<file path="src/rtl/vx_wb_drain_pkg.sv">
// ----------------------------------------------------------------------------
// vx_wb_drain_pkg
// Shared definitions for the writeback drain block:
//   - writeback-select encodings (WB_NONE / WB_ALU / WB_MEM / WB_PC)
//   - default lane / warp / buffer sizes and their derived msb indices
//   - the writeback entry layout held in the drain buffer
// No ports (package only).
// ----------------------------------------------------------------------------
package vx_wb_drain_pkg;

   // Writeback source select codes carried on in_wb.
   localparam logic [1:0] WB_NONE = 2'b00;
   localparam logic [1:0] WB_ALU  = 2'b01;
   localparam logic [1:0] WB_MEM  = 2'b10;
   localparam logic [1:0] WB_PC   = 2'b11;

   // Default configuration.
   localparam int WB_NT    = 4;
   localparam int WB_NW    = 8;
   localparam int WB_DEPTH = 4;

   // Derived msb indices for the default configuration.
   localparam int NT_M1 = WB_NT - 1;
   localparam int NW_M1 = $clog2(WB_NW) - 1;

   // One buffered writeback: only the selected data is kept, never the wb code.
   typedef struct packed {
      logic [NT_M1:0]       valid;
      logic [4:0]           rd;
      logic [NW_M1:0]       warp;
      logic [NT_M1:0][31:0] data;
   } wb_entry_t;

endpackage

</file>
<file path="src/rtl/vx_wb_fifo.sv">
// ----------------------------------------------------------------------------
// vx_wb_fifo
// Generic DEPTH x WIDTH synchronous FIFO with a combinational head read.
// Pushes while full and pops while empty are ignored, so callers may drive
// push_i/pop_i from raw requests.
// Ports:
//   clk_i    in   clock, rising edge
//   rst_ni   in   asynchronous active-low reset (pointers and count only)
//   push_i   in   write wdata_i at the tail
//   pop_i    in   retire the head entry
//   wdata_i  in   WIDTH-bit write data
//   rdata_o  out  head entry (valid only when !empty_o)
//   full_o   out  count == DEPTH
//   empty_o  out  count == 0
//   count_o  out  occupancy, clog2(DEPTH)+1 bits
// ----------------------------------------------------------------------------
module vx_wb_fifo #(
   parameter int DEPTH = 4,
   parameter int WIDTH = 8
) (
   input  logic                     clk_i,
   input  logic                     rst_ni,
   input  logic                     push_i,
   input  logic                     pop_i,
   input  logic [WIDTH-1:0]         wdata_i,
   output logic [WIDTH-1:0]         rdata_o,
   output logic                     full_o,
   output logic                     empty_o,
   output logic [$clog2(DEPTH):0]   count_o
);

   localparam int PW = $clog2(DEPTH);
   localparam int CW = PW + 1;

   logic [WIDTH-1:0] mem_q [DEPTH];
   logic [PW-1:0]    wr_ptr_q, wr_ptr_d;
   logic [PW-1:0]    rd_ptr_q, rd_ptr_d;
   logic [CW-1:0]    count_q,  count_d;
   logic             do_push_s;
   logic             do_pop_s;

   assign full_o    = (count_q == CW'(DEPTH));
   assign empty_o   = (count_q == {CW{1'b0}});
   assign count_o   = count_q;
   assign rdata_o   = mem_q[rd_ptr_q];
   assign do_push_s = push_i && !full_o;
   assign do_pop_s  = pop_i && !empty_o;

   // Next-state pointers and occupancy; DEPTH is a power of two so pointers wrap naturally.
   always_comb begin
      wr_ptr_d = wr_ptr_q;
      rd_ptr_d = rd_ptr_q;
      count_d  = count_q;
      if (do_push_s) begin
         wr_ptr_d = wr_ptr_q + PW'(1);
      end else begin
         wr_ptr_d = wr_ptr_q;
      end
      if (do_pop_s) begin
         rd_ptr_d = rd_ptr_q + PW'(1);
      end else begin
         rd_ptr_d = rd_ptr_q;
      end
      case ({do_push_s, do_pop_s})
         2'b10:   count_d = count_q + CW'(1);
         2'b01:   count_d = count_q - CW'(1);
         default: count_d = count_q;
      endcase
   end

   // Pointer and occupancy registers; reset discards all buffered entries.
   always_ff @(posedge clk_i or negedge rst_ni) begin
      if (!rst_ni) begin
         wr_ptr_q <= {PW{1'b0}};
         rd_ptr_q <= {PW{1'b0}};
         count_q  <= {CW{1'b0}};
      end else begin
         wr_ptr_q <= wr_ptr_d;
         rd_ptr_q <= rd_ptr_d;
         count_q  <= count_d;
      end
   end

   // Storage array; contents are meaningless outside [rd_ptr, wr_ptr) so it needs no reset.
   always_ff @(posedge clk_i) begin
      if (do_push_s) begin
         mem_q[wr_ptr_q] <= wdata_i;
      end
   end

endmodule

</file>
<file path="src/rtl/vx_wb_drain.sv">
// ----------------------------------------------------------------------------
// vx_wb_drain
// Writeback-side consumer of the MEM/WB pipeline register. Qualifies each
// incoming per-warp packet, selects its writeback data (ALU / MEM / PC_next),
// buffers it in a small FIFO and drains one packet per cycle into the
// register-file write port under in_rf_ready. out_freeze back-pressures the
// upstream register while the buffer is full.
//
// Optional feature macro: VX_WB_BYPASS_EN
//   defined   - an accepted packet arriving while the buffer is empty and the
//               register file is ready goes straight to out_rf_* in the same
//               cycle without being stored (0-cycle latency).
//   undefined - every packet passes through storage (1-cycle latency) and
//               out_rf_* never depend combinationally on in_* ports.
//
// Ports:
//   clk            in   clock, rising edge
//   reset_n        in   asynchronous active-low reset
//   in_alu_result  in   NT*32 per-lane ALU result, lane i at [32i+31:32i]
//   in_mem_result  in   NT*32 per-lane load data
//   in_PC_next     in   32-bit link value for JAL/JALR
//   in_rd          in   destination register
//   in_wb          in   writeback select (00 none, 01 ALU, 10 MEM, 11 PC)
//   in_valid       in   per-lane active mask
//   in_warp_num    in   issuing warp
//   out_freeze     out  stall request to upstream (buffer full)
//   out_rf_we      out  per-lane register-file write enable
//   out_rf_rd      out  write address
//   out_rf_warp    out  target warp register file
//   out_rf_data    out  NT*32 write data
//   in_rf_ready    in   register file accepts the write this cycle
//   out_count      out  buffer occupancy
// ----------------------------------------------------------------------------
module vx_wb_drain
   import vx_wb_drain_pkg::*;
#(
   parameter int NT    = WB_NT,
   parameter int NW    = WB_NW,
   parameter int DEPTH = WB_DEPTH
) (
   input  logic                      clk,
   input  logic                      reset_n,
   input  logic [NT*32-1:0]          in_alu_result,
   input  logic [NT*32-1:0]          in_mem_result,
   input  logic [31:0]               in_PC_next,
   input  logic [4:0]                in_rd,
   input  logic [1:0]                in_wb,
   input  logic [NT-1:0]             in_valid,
   input  logic [$clog2(NW)-1:0]     in_warp_num,
   output logic                      out_freeze,
   output logic [NT-1:0]             out_rf_we,
   output logic [4:0]                out_rf_rd,
   output logic [$clog2(NW)-1:0]     out_rf_warp,
   output logic [NT*32-1:0]          out_rf_data,
   input  logic                      in_rf_ready,
   output logic [$clog2(DEPTH):0]    out_count
);

   localparam int WW = $clog2(NW);
   localparam int CW = $clog2(DEPTH) + 1;
   localparam int DW = NT * 32;
   localparam int EW = NT + 5 + WW + DW;

   logic          req_s;
   logic          enq_s;
   logic          byp_s;
   logic          push_s;
   logic          pop_s;
   logic          full_s;
   logic          empty_s;
   logic [CW-1:0] count_s;

   logic [DW-1:0] sel_data_s;
   logic [EW-1:0] wdata_s;
   logic [EW-1:0] head_s;
   logic [NT-1:0] head_valid_s;
   logic [4:0]    head_rd_s;
   logic [WW-1:0] head_warp_s;
   logic [DW-1:0] head_data_s;

   logic [NT-1:0] shown_we_s;
   logic [4:0]    shown_rd_s;
   logic [WW-1:0] shown_warp_s;
   logic [DW-1:0] shown_data_s;

   logic [4:0]    hold_rd_q,   hold_rd_d;
   logic [WW-1:0] hold_warp_q, hold_warp_d;
   logic [DW-1:0] hold_data_q, hold_data_d;

   // x0 is never written, so packets with no lanes, no source or rd==0 are dropped.
   assign req_s = (|in_valid) && (in_wb != WB_NONE) && (in_rd != 5'd0);
   assign enq_s = req_s && !full_s;

`ifdef VX_WB_BYPASS_EN
   assign byp_s = empty_s && enq_s && in_rf_ready;
`else
   assign byp_s = 1'b0;
`endif

   // A bypassed packet is consumed directly and must not also be stored.
   assign push_s = enq_s && !byp_s;
   assign pop_s  = !empty_s && in_rf_ready;

   // Per-lane writeback data select; PC_next is replicated to every lane.
   always_comb begin
      sel_data_s = {DW{1'b0}};
      for (int i = 0; i < NT; i++) begin
         case (in_wb)
            WB_ALU:  sel_data_s[32*i +: 32] = in_alu_result[32*i +: 32];
            WB_MEM:  sel_data_s[32*i +: 32] = in_mem_result[32*i +: 32];
            WB_PC:   sel_data_s[32*i +: 32] = in_PC_next;
            default: sel_data_s[32*i +: 32] = 32'd0;
         endcase
      end
   end

   assign wdata_s = {in_valid, in_rd, in_warp_num, sel_data_s};

   vx_wb_fifo #(
      .DEPTH (DEPTH),
      .WIDTH (EW)
   ) u_fifo (
      .clk_i   (clk),
      .rst_ni  (reset_n),
      .push_i  (push_s),
      .pop_i   (pop_s),
      .wdata_i (wdata_s),
      .rdata_o (head_s),
      .full_o  (full_s),
      .empty_o (empty_s),
      .count_o (count_s)
   );

   assign head_valid_s = head_s[EW-1 -: NT];
   assign head_rd_s    = head_s[DW+WW +: 5];
   assign head_warp_s  = head_s[DW +: WW];
   assign head_data_s  = head_s[DW-1:0];

   // Write-port view: head entry when buffered, bypassed input if enabled, else last shown values.
   always_comb begin
      shown_we_s   = {NT{1'b0}};
      shown_rd_s   = hold_rd_q;
      shown_warp_s = hold_warp_q;
      shown_data_s = hold_data_q;
      if (!empty_s) begin
         shown_we_s   = head_valid_s;
         shown_rd_s   = head_rd_s;
         shown_warp_s = head_warp_s;
         shown_data_s = head_data_s;
      end
`ifdef VX_WB_BYPASS_EN
      else if (byp_s) begin
         shown_we_s   = in_valid;
         shown_rd_s   = in_rd;
         shown_warp_s = in_warp_num;
         shown_data_s = sel_data_s;
      end
`endif
      else begin
         shown_we_s   = {NT{1'b0}};
         shown_rd_s   = hold_rd_q;
         shown_warp_s = hold_warp_q;
         shown_data_s = hold_data_q;
      end
   end

   // Whatever was shown this cycle is what the port keeps showing once the buffer empties.
   assign hold_rd_d   = shown_rd_s;
   assign hold_warp_d = shown_warp_s;
   assign hold_data_d = shown_data_s;

   // Hold registers for the address/warp/data ports while the buffer is empty.
   always_ff @(posedge clk or negedge reset_n) begin
      if (!reset_n) begin
         hold_rd_q   <= 5'd0;
         hold_warp_q <= {WW{1'b0}};
         hold_data_q <= {DW{1'b0}};
      end else begin
         hold_rd_q   <= hold_rd_d;
         hold_warp_q <= hold_warp_d;
         hold_data_q <= hold_data_d;
      end
   end

   // Freeze is driven from the registered occupancy only, never from in_* ports.
   assign out_freeze  = full_s;
   assign out_count   = count_s;
   assign out_rf_we   = shown_we_s;
   assign out_rf_rd   = shown_rd_s;
   assign out_rf_warp = shown_warp_s;
   assign out_rf_data = shown_data_s;

endmodule

</file>
<file path="config.mk">
export PLATFORM = sky130hd
export DESIGN_NAME = vx_wb_drain
export DESIGN_NICKNAME = d
export VERILOG_FILES = /design/src/rtl/vx_wb_drain_pkg.sv /design/src/rtl/vx_wb_fifo.sv /design/src/rtl/vx_wb_drain.sv
export SDC_FILE = /design/constraint.sdc
export NUM_CORES = 1
export LEC_CHECK = 0
export CORE_MARGIN = 2
export CORE_UTILIZATION = 54
export DETAILED_ROUTE_END_ITERATION = 8
export GPL_TIMING_DRIVEN = 0
export PLACE_DENSITY = 0.8
export SLEW_MARGIN = 10
export SYNTH_ARGS = -nofsm -noshare
export SYNTH_HDL_FRONTEND = slang
export SYNTH_HIERARCHICAL = 1
export SYNTH_SLANG_ARGS = --single-unit
export TNS_END_PERCENT = 100
</file>
<file path="constraint.sdc">
create_clock -name clk -period 6.13 [get_ports clk]
set_input_delay 0.613 -clock clk [delete_from_list [all_inputs] [get_ports clk]]
set_output_delay 0.613 -clock clk [all_outputs]
set_load 0.1 [all_outputs]
</file>
==> results.md <==
* Outcome: finished, final reports clean
* Filler Cell Count at 3303
* Core ar. at 52900 µm²
* # Max-Cap Violations at 0
* Share of layout cells above drive strength 1 at 25.4%
* Die width at 236 µm
* Yosys warning count at 6
* Part of the cycle the worst path needs at 72.3%
* Post-Synth Simple-Gate Area at 0.349%
* Worst slew pin tran at 1.21 ns
* Multi-input combinational cell area at 7920 µm²
* H-tree levels at 3
* Kind of critical path: register to output pin
* CTS Buf Count at 72
* Count leader, synth: edfxtp_1
* Relative slew slack at 19.2%
* Synth top area share at 58.0%
* Ys flop type: edfxtp_1
* Post-synth top area cell: edfxtp_1
* Pre-Repair DR Iteration Count at 7
* Initial Utilization at 54.9%
* Cell family with most CP delay: buffers and inverters
* Cell variety after synth at 28
* Fmax achieved at 226 MHz
* Gpl congestion at 0.848
* Final setup fails at 0
* Register area share after synthesis at 70.3%
* Clock latency on the worst-skew pair at 0.61 ns
* Routed Antenna Nets at 0
* Area Growth Syn to Fin at 27.7%
* Number of synthesized flops with an enable pin at 560
* DR WL/cell at 28.9 µm
* Busiest layer in global routing: met2
* Ys async rst share at 20.3%
* Global-route wire length before repair at 111000 µm
* Min setup slack post-route at 1.70 ns
* Post_cts resized at 0
* Hold Path Class: register to register
* Adder-cell share of the synthesized area at 0.285%
* Compound-Gate Fraction of Synth Area at 3.95%
* GR Util met3 at 7.15%
* M1 GR Usage at 35.8%
* Worst path bufs/invs at 4
* Maximum clock path buffer count at 3
* Port bufs at 448
* Residual DRC at 0
* Max-slew violation count at 0
* Clock skew at 0.0241 ns
* Vias in the first global route at 16800
* I/O pin count at 449
* CTS root buf: clkbuf_16
* CP Data Required Time at 5.52 ns
* Max FO, Critical Path at 10
* Crit path cell chain: nor3_1 -> clkbuf_1 -> buf_4 -> buf_2 -> mux2_1 -> clkdlybuf4s50_1
* Slowest stage delay, CP at 0.99 ns
* Nets at 2212
* Synth Net Count at 1677
* Largest family of logic cells by synthesized area: multiplexers
* RSZ-0062 raised after global routing: no
* Hpwl dp at 52800 µm
* Largest net degree at the start of global routing at 74
* Antenna violations before repair at 15
* Synth Area in XOR/XNOR at 0.181%
* Post-Syn Instances at 1366
* Slowest library cell on the worst path: clkdlybuf4s50_1
* FF+latch area at 20400 µm²
* Setup crit end kind: output pin
* Post-synthesis cell area at 29000 µm²
* Pre-CTS WS at 2.04 ns
* Minimum clock period at 4.43 ns
* Final WL at 76600 µm
* Clk sink count at 703
* Detailed router's first-iteration violation count at 1477
* Die Y at 236 µm
* Gr usage total at 27.8%
* Clk pin slew, worst setup/hold paths at 0.06 ns
* Total setup buffers inserted after CTS at 0
* Commonest cells in the netlist: edfxtp_1, dfrtp_1, mux4_2
* Critical path data arrival time at 3.82 ns
* Syn_area_per_cell at 21.2 µm²
* Setup TNS at 0 ns
* Final hold vios at 0
* Number of synthesized register bits at 703
* Grt total ovfl at 0
* DR vias at 16000
* TritonCTS clock tree: done
* Mux contribution to synthesized area at 22.5%
* DIE AREA at 55600 µm²
* Startpoint types: register
* Top cells by area, synth: edfxtp_1, dfrtp_1, mux4_2
* M2 GR Usage at 46.0%
* Vias per std cell at 6.03
* Row count at 84
==> kinds of logic (layout without fill, tap and decap cells) <==
family	Yosys count	in the layout
AO/OA/AOI/OAI	131	131
XOR/XNOR	6	6
adder cells (fa/ha/maj)	6	6
buffers and inverters	97	689
flip-flops	703	703
multiplexers	406	406
other	0	7
AND/OR/NAND/NOR	17	17
==> repair_timing <==
item	in CTS	in global routing
endpoints found under the setup margin	0	0
endpoints found under the hold margin	2	0
hold buffers	1	0
==> flip-flops by register name (all words and copies together), names as in the netlist <==
| signal | count |
|---|---|
| hold_rd_q | 5 |
| hold_data_q | 128 |
| u_fifo/mem_q | 560 |
| hold_warp_q | 3 |
| u_fifo/count_o | 3 |
| u_fifo/wr_ptr_q | 2 |
| u_fifo/rd_ptr_q | 2 |
==> layer usage <==
layer	vias up	routed length (µm)
met1	8463	29700
met5	-	83
li1	6706	-
met3	157	5760
met4	14	2770
met2	653	38300
==> worst paths after layout <==
path	startpoint	end	slack [ns]	cells past startpoint
worst max-delay path	u_fifo/count_o[0]	out_rf_rd[0]	1.70	6
worst min-delay path	hold_data_q[96]	hold_data_q[96]	0.49	1
worst max register to register	u_fifo/count_o[2]	u_fifo/mem_q[0][49]	3.07	6
worst min register to register	hold_data_q[96]	hold_data_q[96]	0.49	1
max in group asynchronous	reset_n	hold_data_q[57]	4.64	3
min in group asynchronous	reset_n	hold_data_q[34]	0.56	2
==> cell type report <==
cell class	count	area share, %
multi-input cells	566	21.4
inverters	7	0.0709
well taps	688	2.32
clock buffers	101	5.52
flip-flops and latches	703	55.1
plain buffers	90	1.84
clock inverters	30	0.723
repair buffers	461	13.0
diodes	7	0.0473
==> stage by stage <==
stage | std cells | hold slack [ns] | utilization, % | area [µm²]
floorplan | 1366 | 0.317 | - | 29000
global placement | 2502 | 0.473 | 65.0 | 34400
detailed placement | 2514 | 0.477 | 65.6 | 34700
CTS | 2646 | 0.493 | 70.0 | 37000
global route | 2651 | 0.502 | 70.0 | 37000
finish | 2653 | 0.489 | 70.1 | 37000
==> placed cells by master (no fill, tap or decap), types with 2 or more instances in the layout <==
master / count
xor2_1: 3
clkinvlp_4: 2
diode_2: 7
clkinv_1: 5
buf_16: 11
clkbuf_16: 76
clkinv_2: 16
clkdlybuf4s50_1: 447
dfrtp_1: 143
nor4_1: 2
edfxtp_1: 560
inv_6: 2
buf_2: 39
buf_4: 9
buf_6: 13
xnor2_1: 3
buf_12: 11
clkbuf_1: 39
mux4_2: 140
ha_1: 5
mux2_1: 103
mux2_4: 100
clkbuf_8: 5
inv_1: 7
mux2_2: 62
a22o_1: 128
bufinv_16: 4
and2_4: 4
nor2b_1: 7
==> worst register-to-register path, delay by kind of cell (launching register included) <==
kind / cells / cell delay, ns
flip-flops: 1 / 0.43
AO/OA/AOI/OAI: 2 / 0.35
buffers and inverters: 1 / 0.37
AND/OR/NAND/NOR: 3 / 1.51
Power is not shown: default switching activity piles up to over one toggle a cycle in this logic, so the estimate is an artifact.
